### config.mk
export PLATFORM = sky130hd
export DESIGN_NAME = mxint_cast_arbiter
export DESIGN_NICKNAME = d
export VERILOG_FILES = /design/src/rtl/mxint_cast_arb_pkg.sv /design/src/rtl/mxint_tag_fifo.sv /design/src/rtl/mxint_cast_arbiter.sv
export SDC_FILE = /design/constraint.sdc
export NUM_CORES = 1
export LEC_CHECK = 0
export CAP_MARGIN = 30
export CORE_AREA = 2 2 99 101
export CTS_BUF_LIST = sky130_fd_sc_hd__clkbuf_2 sky130_fd_sc_hd__clkbuf_4 sky130_fd_sc_hd__clkbuf_8
export DETAILED_ROUTE_END_ITERATION = 10
export DIE_AREA = 0 0 101 103
export DONT_BUFFER_PORTS = 1
export PLACE_DENSITY = 0.53
export SETUP_SLACK_MARGIN = 0.3
export SYNTH_ARGS = -nofsm -noshare
export SYNTH_HDL_FRONTEND = slang
export SYNTH_HIERARCHICAL = 1
export SYNTH_SLANG_ARGS = --single-unit
### constraint.sdc
create_clock -name clk -period 2.7 [get_ports clk]
set_clock_uncertainty 0.2 [all_clocks]
set_input_delay 0.81 -clock clk [delete_from_list [all_inputs] [get_ports clk]]
set_output_delay 0.81 -clock clk [all_outputs]
set_load 0.02 [all_outputs]
### src/rtl/mxint_cast_arb_pkg.sv
// Shared types and helpers for the MxInt cast arbiter: FSM state, tag sizing
// and the round-robin pick used when a new grant is issued.
package mxint_cast_arb_pkg;

   typedef enum logic {
      IDLE  = 1'b0,
      BURST = 1'b1
   } arb_state_t;

   // Widest requester mask rr_next can rotate over.
   localparam int RR_MAX = 32;

   function automatic int tag_width(input int n);
      return ($clog2(n) > 1) ? $clog2(n) : 1;
   endfunction

   // Index of the first set bit of mask[n-1:0] at or after ptr, wrapping.
   // Scanning from the farthest offset down lets the nearest hit win without a break.
   function automatic int rr_next(input logic [RR_MAX-1:0] mask, input int ptr, input int n);
      int result;
      int idx;
      result = ptr;
      for (int k = RR_MAX - 1; k >= 0; k--) begin
         if (k < n) begin
            idx = ptr + k;
            if (idx >= n) idx = idx - n;
            if (mask[idx]) result = idx;
         end
      end
      return result;
   endfunction

endpackage

### src/rtl/mxint_tag_fifo.sv
// Synchronous tag FIFO recording which requester owns each block inside the cast engine.
// Head is read combinationally so the return path adds no register stage.
module mxint_tag_fifo #(
   parameter int TAG_WIDTH = 2,
   parameter int DEPTH     = 8
) (
   input  logic                 clk,
   input  logic                 rst,
   input  logic                 push,
   input  logic [TAG_WIDTH-1:0] push_tag,
   input  logic                 pop,
   output logic [TAG_WIDTH-1:0] head,
   output logic                 full,
   output logic                 empty
);

   localparam int AW = $clog2(DEPTH);

   logic [TAG_WIDTH-1:0] mem [DEPTH];
   logic [AW:0]          wr_ptr_reg;
   logic [AW:0]          rd_ptr_reg;
   logic                 push_en;
   logic                 pop_en;

   // Extra pointer MSB distinguishes full from empty when the indices match.
   assign full    = (wr_ptr_reg[AW] != rd_ptr_reg[AW]) &&
                    (wr_ptr_reg[AW-1:0] == rd_ptr_reg[AW-1:0]);
   assign empty   = (wr_ptr_reg == rd_ptr_reg);
   assign push_en = push & ~full;
   assign pop_en  = pop & ~empty;
   assign head    = mem[rd_ptr_reg[AW-1:0]];

   always_ff @(posedge clk) begin
      if (push_en) mem[wr_ptr_reg[AW-1:0]] <= push_tag;
   end

   always_ff @(posedge clk or negedge rst) begin
      if (!rst) begin
         wr_ptr_reg <= '0;
         rd_ptr_reg <= '0;
      end else begin
         if (push_en) wr_ptr_reg <= wr_ptr_reg + 1'b1;
         if (pop_en)  rd_ptr_reg <= rd_ptr_reg + 1'b1;
      end
   end

endmodule

### src/rtl/mxint_cast_arbiter.sv
// Round-robin burst arbiter sharing one MxInt cast engine among NUM_REQ block streams,
// routing results back by tag. Define MXINT_CAST_ARB_STATS_EN for per-requester block counters.
module mxint_cast_arbiter
   import mxint_cast_arb_pkg::*;
#(
   parameter int NUM_REQ       = 3,
   parameter int IN_MAN_WIDTH  = 8,
   parameter int IN_EXP_WIDTH  = 8,
   parameter int OUT_MAN_WIDTH = 8,
   parameter int OUT_EXP_WIDTH = 8,
   parameter int BLOCK_SIZE    = 4,
   parameter int BURST_LEN     = 4,
   parameter int MAX_INFLIGHT  = 8
) (
   input  logic                                                  clk,
   input  logic                                                  rst,
   input  logic [NUM_REQ-1:0][BLOCK_SIZE-1:0][IN_MAN_WIDTH-1:0]  req_mdata,
   input  logic [NUM_REQ-1:0][IN_EXP_WIDTH-1:0]                  req_edata,
   input  logic [NUM_REQ-1:0]                                    req_valid,
   output logic [NUM_REQ-1:0]                                    req_ready,
   output logic [BLOCK_SIZE-1:0][IN_MAN_WIDTH-1:0]               cast_mdata_in,
   output logic [IN_EXP_WIDTH-1:0]                               cast_edata_in,
   output logic                                                  cast_in_valid,
   input  logic                                                  cast_in_ready,
   input  logic [BLOCK_SIZE-1:0][OUT_MAN_WIDTH-1:0]              cast_mdata_out,
   input  logic [OUT_EXP_WIDTH-1:0]                              cast_edata_out,
   input  logic                                                  cast_out_valid,
   output logic                                                  cast_out_ready,
   output logic [BLOCK_SIZE-1:0][OUT_MAN_WIDTH-1:0]              rsp_mdata,
   output logic [OUT_EXP_WIDTH-1:0]                              rsp_edata,
   output logic [NUM_REQ-1:0]                                    rsp_valid,
   input  logic [NUM_REQ-1:0]                                    rsp_ready
`ifdef MXINT_CAST_ARB_STATS_EN
   ,
   output logic [NUM_REQ-1:0][31:0]                              stat_blocks
`endif
);

   localparam int TAG_W  = tag_width(NUM_REQ);
   localparam int BEAT_W = tag_width(BURST_LEN);

   arb_state_t        state_reg, state_next;
   logic [TAG_W-1:0]  grant_reg, grant_next;
   logic [TAG_W-1:0]  rr_ptr_reg, rr_ptr_next;
   logic [BEAT_W-1:0] beat_cnt_reg, beat_cnt_next;

   logic              in_hs;
   logic              out_hs;
   logic              fifo_full;
   logic              fifo_empty;
   logic [TAG_W-1:0]  fifo_head;

   always_ff @(posedge clk or negedge rst) begin
      if (!rst) begin
         state_reg    <= IDLE;
         grant_reg    <= '0;
         rr_ptr_reg   <= '0;
         beat_cnt_reg <= '0;
      end else begin
         state_reg    <= state_next;
         grant_reg    <= grant_next;
         rr_ptr_reg   <= rr_ptr_next;
         beat_cnt_reg <= beat_cnt_next;
      end
   end

   always_comb begin
      state_next    = state_reg;
      grant_next    = grant_reg;
      rr_ptr_next   = rr_ptr_reg;
      beat_cnt_next = beat_cnt_reg;
      req_ready     = '0;
      cast_in_valid = 1'b0;
      in_hs         = 1'b0;
      case (state_reg)
         IDLE: begin
            if (|req_valid) begin
               grant_next    = TAG_W'(rr_next(RR_MAX'(req_valid), int'(rr_ptr_reg), NUM_REQ));
               beat_cnt_next = '0;
               state_next    = BURST;
            end
         end
         BURST: begin
            cast_in_valid        = req_valid[grant_reg] & ~fifo_full;
            req_ready[grant_reg] = cast_in_ready & ~fifo_full;
            in_hs                = cast_in_valid & cast_in_ready;
            if (in_hs) beat_cnt_next = beat_cnt_reg + BEAT_W'(1);
            // A dropped valid releases the grant just like a completed burst.
            if (!req_valid[grant_reg] ||
                (in_hs && (beat_cnt_reg == BEAT_W'(BURST_LEN - 1)))) begin
               state_next  = IDLE;
               rr_ptr_next = (grant_reg == TAG_W'(NUM_REQ - 1)) ? '0 : grant_reg + TAG_W'(1);
            end
         end
         default: state_next = IDLE;
      endcase
   end

   assign cast_mdata_in = req_mdata[grant_reg];
   assign cast_edata_in = req_edata[grant_reg];

   mxint_tag_fifo #(
      .TAG_WIDTH (TAG_W),
      .DEPTH     (MAX_INFLIGHT)
   ) u_tag_fifo (
      .clk      (clk),
      .rst      (rst),
      .push     (in_hs),
      .push_tag (grant_reg),
      .pop      (out_hs),
      .head     (fifo_head),
      .full     (fifo_full),
      .empty    (fifo_empty)
   );

   // Return path: results are steered to the requester named by the oldest tag.
   always_comb begin
      rsp_valid      = '0;
      cast_out_ready = 1'b0;
      if (!fifo_empty) begin
         rsp_valid[fifo_head] = cast_out_valid;
         cast_out_ready       = rsp_ready[fifo_head];
      end
   end

   assign out_hs    = cast_out_valid & cast_out_ready;
   assign rsp_mdata = cast_mdata_out;
   assign rsp_edata = cast_edata_out;

`ifdef MXINT_CAST_ARB_STATS_EN
   logic [31:0] stat_cnt_reg [NUM_REQ];

   generate
      for (genvar gi = 0; gi < NUM_REQ; gi++) begin : g_stats
         always_ff @(posedge clk or negedge rst) begin
            if (!rst) stat_cnt_reg[gi] <= '0;
            else if (req_valid[gi] && req_ready[gi]) stat_cnt_reg[gi] <= stat_cnt_reg[gi] + 32'd1;
         end
         assign stat_blocks[gi] = stat_cnt_reg[gi];
      end
   endgenerate
`endif

   // The cast engine must never present a result nobody is waiting for.
   a_out_valid_has_tag: assert property (@(posedge clk) disable iff (!rst)
      !(cast_out_valid && fifo_empty));
   a_no_ack_when_empty: assert property (@(posedge clk) disable iff (!rst)
      !(cast_out_ready && fifo_empty));

endmodule

Yosys cells after proc, flatten, opt, wreduce, memory -nomap -nowiden
Memory sizes are Yosys's and may differ from the RTL's.
Cells that the tools add are included.
W data, S select, Z words.
{ "classes": {"addsub": 9, "magnitude_cmp": 10, "eq_ne": 7, "muxes": 47, "n_bitwise": 11, "reduce_logical": 10} }
{ "op_table": {"columns": ["operator", "n"], "rows": [
  ["$mux W32", 10],
  ["$lt A32 B7 Y1 const B", 3],
  ["$bmux W32 S2", 1],
  ["$mux W1", 17],
  ["$bmux W8 S2", 1],
  ["$bmux W1 S5", 3],
  ["$mux W2", 6],
  ["$add A4 B1 Y4 const B", 2],
  ["$mux W8", 1],
  ["$sub A3 B2 Y4 const B", 2],
  ["$and A1 B1 Y1", 6],
  ["$and A3 B3 Y3", 2],
  ["$ge A3 B2 Y1 const B", 2],
  ["$lt A2 B3 Y1 const B", 2],
  ["$mux W3", 2],
  ["$reduce_and A2 Y1", 3],
  ["$add A2 B1 Y2 const B", 2],
  ["$bmux W1 S2", 2],
  ["$demux W1 S2", 2],
  ["$eq A2 B2 Y1 const B", 2],
  ["$eq A4 B4 Y1", 1],
  ["$ge A2 B1 Y1 const B", 2],
  ["$logic_and A1 B1 Y1", 4],
  ["$pmux W2 S2", 1],
  ["other kinds (13)", 15]
]} }
{ "word_totals": {"register_bits": 15, "mem_bits_rw": 16, "input_bits": 170, "output_inout_bits": 88, "word_cells": 101, "n_memories": 1} }
{ "mem_list": {"columns": ["name", "words", "width", "rd", "rd_ports_with_merged_regs", "write_ports", "line", "source"], "rows": [
  ["u_tag_fifo.mem", 8, 2, 1, 0, 1, "mxint_tag_fifo.sv:19", "logic [TAG_WIDTH-1:0] mem [DEPTH];"]
]} }

Longest topological paths before layout
{ "depth": {"word_depth": 11, "depth_mapped": 9, "mapped_depth_nobuf": 8} }

By module
The synthesis kept the hierarchy.
{ "modules_own_cells": {"columns": ["mod", "instances", "cells_each", "area_each_um2", "seq_area_each_um2"], "rows": [
  ["mxint_cast_arbiter", 1, 259, 1888.1, 175.2],
  ["mxint_tag_fifo", 1, 83, 1287.5, 680.7]
]} }

Least setup slack after synthesis
No wires, ideal clock.
{ "synth_path": {"path_kind": "register to output", "start": "register u_tag_fifo.rd_ptr_reg[0]", "end": "output cast_out_ready", "arrival_time_ns": 1.920, "t_required_ns": 1.690, "path_slack_ns": -0.230, "path_stages_with_launch": 7, "path_buffers": 1, "path_cell_list": "dfrtp_1 > buf_6 > mux4_2 > mux2_2 > mux2i_1 > o21ai_0 > nor2b_1"} }
{ "synth_between": {"elab_chain_len": 4} }
{ "synth_lines": {"columns": ["item", "line", "source"], "rows": [
  ["from (decl)", "mxint_tag_fifo.sv:21", "logic [AW:0] rd_ptr_reg;"],
  ["from (signal assigned)", "mxint_tag_fifo.sv:43", "if (pop_en) rd_ptr_reg <= rd_ptr_reg + 1'b1;"],
  ["$mem_v2 Z8 W2", null, null],
  ["named net fifo_head[0]", "mxint_cast_arbiter.sv:51", "logic [TAG_W-1:0] fifo_head;"],
  ["$bmux W1 S2", "mxint_cast_arbiter.sv:122", "cast_out_ready = rsp_ready[fifo_head];"],
  ["$mux W1 (implied by the code)", "mxint_cast_arbiter.sv:122", null],
  ["$mux W1", "mxint_cast_arbiter.sv:120", "if (!fifo_empty) begin"],
  ["to (decl)", "mxint_cast_arbiter.sv:28", "output logic cast_out_ready,"]
]} }
The timed path passes the listed nets, and every way through them passes these cells. The select of a mux whose other input is x is not followed.

Worst setup path after layout
Same ends and word-level chain as after synthesis.

==> key figures <==
Run status
  • Outcome: finished, violations left
  • Failing checks: setup timing

Power
  • LEAKAGE: 0.00203 uW
  • Pwr per Cell Area: 1340 nW/um^2
  • Total power draw: 6600 uW
  • Worst IR Drop VDD: 631 uV

Worst setup path
  • Cell Chain, Critical Path: mux4_2, mux2_4, mux2i_1, o21ai_1, nor2b_4
  • Worst Setup End Kind: primary output
  • R2R depth: 12
  • Slowest cell on the critical path: mux4_2
  • Worst-path fanout max: 5
  • Flop2flop setup slack: 0.04 ns
  • RR Startpoint: u_tag_fifo/rd_ptr_reg[0]
  • Worst Setup Path Type: reg2out
  • CP max stage delay: 0.52 ns
  • Critical path startpoint category: flip-flop
  • CP delay by family, top: multiplexers
  • WP buf/inv: 0
  • Worst path required time: 1.69 ns
  • Arrival @ worst endpoint: 2.04 ns
  • Reg2Reg Capture Point: u_tag_fifo/mem[0][0]

GRT
  • Global routing's busiest layer: met2
  • Met1 track demand over resource: 23.5%
  • Vias in the first global route: 2,722
  • Pin count of the biggest net entering global routing: 32
  • Global-route wire length before repair: 17.6 mm
  • M2 GR Usage: 42.1%
  • Aggregate global-route resource usage: 23.8%
  • Congestion Overflow GR: 0
  • Met3 Use GR: 8.75%
  • Initial antenna violation count: 0

Yosys
  • Main synth FF type: edfxtp_1
  • Mapped Area: 3180 um^2
  • Yosys top cell area share: 15.1%
  • Register area share after synthesis: 27.0%
  • Post-synthesis xor/xnor area fraction: 4.26%
  • Largest family of logic cells by synthesized area: multiplexers
  • Post-synth top cells: nand2_1, mux2i_1, o21ai_0
  • Post-synth EDFFs: 16
  • Simple-gate portion of the synthesized area: 16.4%
  • Synthesized net count: 520
  • Yosys warning total: 6
  • Top-count cell post-synth: nand2_1
  • Synthesized-area fraction occupied by adder cells: 3.15%
  • Post-Synthesis Cells: 342
  • Number of synthesized register bits: 31
  • Post-synthesis mux area share: 20.1%
  • Post-synth top area cell: edfxtp_1
  • Avg Cell Area, Syn: 9.29 um^2
  • Ranking of synthesized cells by area: edfxtp_1, mux2i_1, dfrtp_1
  • Synth Area in Compound Gates: 14.3%
  • Yosys cell types: 51
  • Synth async-reset ratio: 48.4%

Timing
  • RSZ-0062 raised after global routing: yes
  • Final Worst Setup Slack: -0.353 ns
  • Fmax: 0.328 GHz
  • Final hold viol count: 0
  • Final Setup Violations: 8
  • Tmin final: 3.05 ns
  • Final period util: 113%
  • Pins Over Slew Limit: 0
  • Least-Margin Pin Slew: 0.642 ns
  • Max_slew headroom: 57.1%

Clock network
  • CTS Root Cell: clkbuf_8
  • Clk pin slew, worst setup/hold paths: 0.06 ns
  • H-tree depth: 2
  • CTS Buf Count: 5
  • Sink Count: 31
  • Worst-Skew Late Latency: 0.28 ns
  • CTS tree: done
  • Clock buffer depth: 2

Placed design
  • # placed instances: 467
  • Hpwl dp: 10.1 mm
  • Port-buffer cells: 0
  • Routability Congestion: 0.913

Cells and area
  • Layout cell share with drive strength beyond 1: 60.0%
  • Area Overhead vs Synth: 55.4%
  • Max reg flops: 16
  • Fin cells: 519
  • Fin nets: 582
  • Ant diodes: 0

Die
  • Die Span Y: 103 um
  • Initial Util: 33.6%
  • Core Box Area: 9460 um^2
  • Die ar.: 10,400 um^2
  • IO Pins: 258
  • # rows: 36
  • Die X: 101 um

Route
  • Vias/cell: 5.44
  • Post-DRT Antenna Nets: 0
  • WL final: 13.4 mm
  • Pre-Repair DR Iteration Count: 4
  • Iter 0 DRT Violations: 90
  • DR vias: 2,824
  • Routed length per instance: 25.9 um
  • DRC Markers: 0

Run
  • Max-Cap Viols: 0

Worst hold path
  • Worst min path class: in2async
[power by group]
group / switching [uW] / internal [uW]
Sequential: 203 / 663
Combinational: 2580 / 2800
Clock: 167 / 187
[metrics by stage]
| stage | worst slack, ns | util [%] | area (um^2) | hold slack [ns] | TNS (ns) |
|---|---|---|---|---|---|
| 2_1_floorplan | -0.0684 | - | 3300 | 0.249 | -0.249 |
| 3_3_place_gp | -0.0880 | 38.1 | 3600 | 0.266 | -0.384 |
| 3_5_place_dp | -0.169 | 38.1 | 3600 | 0.282 | -1.35 |
| 4_1_cts | -0.369 | 48.2 | 4560 | 0.00364 | -2.05 |
| 5_1_grt | -0.472 | 52.2 | 4930 | 0.000130 | -4.13 |
| 6_report | -0.353 | 52.2 | 4930 | 0.0228 | -2.35 |
[logic make-up after synthesis]
logic type	count (synthesis)
buf+inv	70
fa+ha+maj	8
mux	57
simple gates	102
xor+xnor	9
flops	31
compound gates	65
[per-layer routing]
layer / routed length [um] / vias to the layer above
met5: 0 / -
met4: 907 / 0
met3: 1080 / 29
met2: 7220 / 150
met1: 4230 / 1328
li1: - / 1317
[layout make-up]
class                      count  area (um^2)
clock buffer                   6         76.3
multi-input combinational    241         2490
clock inverter                 2         8.76
sequential                    31          860
fill                         844         4520
tap                          114          143
timing repair buffer         118         1330
inverter                       7         26.3
[cell usage in the layout (no fill, tap or decap), types with 3 or more instances in the layout]
cell type / instances
buf_8: 3
edfxtp_1: 16
o21ai_2: 17
o21ai_4: 4
nor3_1: 3
nor2_4: 3
clkbuf_8: 5
nand2_2: 11
nor2_1: 5
dfrtp_2: 3
nand3b_1: 4
nor3b_1: 3
xor2_4: 3
nand2b_1: 5
buf_12: 7
nor3_4: 4
nand2_4: 20
mux2i_4: 10
nor2_2: 4
xnor2_1: 4
buf_4: 61
mux2i_2: 5
mux2i_1: 31
dfrtp_1: 12
nor2b_4: 4
o21ai_1: 21
inv_1: 7
ha_1: 8
mux4_2: 4
mux2_4: 4
o41ai_4: 3
buf_6: 36
nand2_1: 15
buf_16: 10
[what timing repair did]
| action | CTS | global route |
|---|---|---|
| hold buffers | 0 | 1 |
| cloned | 10 | 0 |
| gates resized for setup | 111 | 67 |
| setup endpoints to repair | 74 | 77 |
| pin swaps | 23 | 15 |
| buffers inserted | 24 | 9 |
| hold endpoints to repair | 0 | 13 |
[how the worst max path moves through the flow]
stage | from | endpoint | slack [ns] | cells after the start
5_1_grt | u_tag_fifo/rd_ptr_reg[0] | cast_out_ready | -0.47 | 5
3_3_place_gp | u_tag_fifo/rd_ptr_reg[0] | rsp_valid[1] | -0.09 | 7
3_5_place_dp | u_tag_fifo/rd_ptr_reg[0] | rsp_valid[1] | -0.17 | 7
6_report | u_tag_fifo/rd_ptr_reg[0] | cast_out_ready | -0.35 | 5
4_1_cts | u_tag_fifo/rd_ptr_reg[0] | cast_out_ready | -0.37 | 5
2_1_floorplan | u_tag_fifo/rd_ptr_reg[0] | cast_out_ready | -0.07 | 6
No activity file was read; power rests on OpenSTA's default activity.
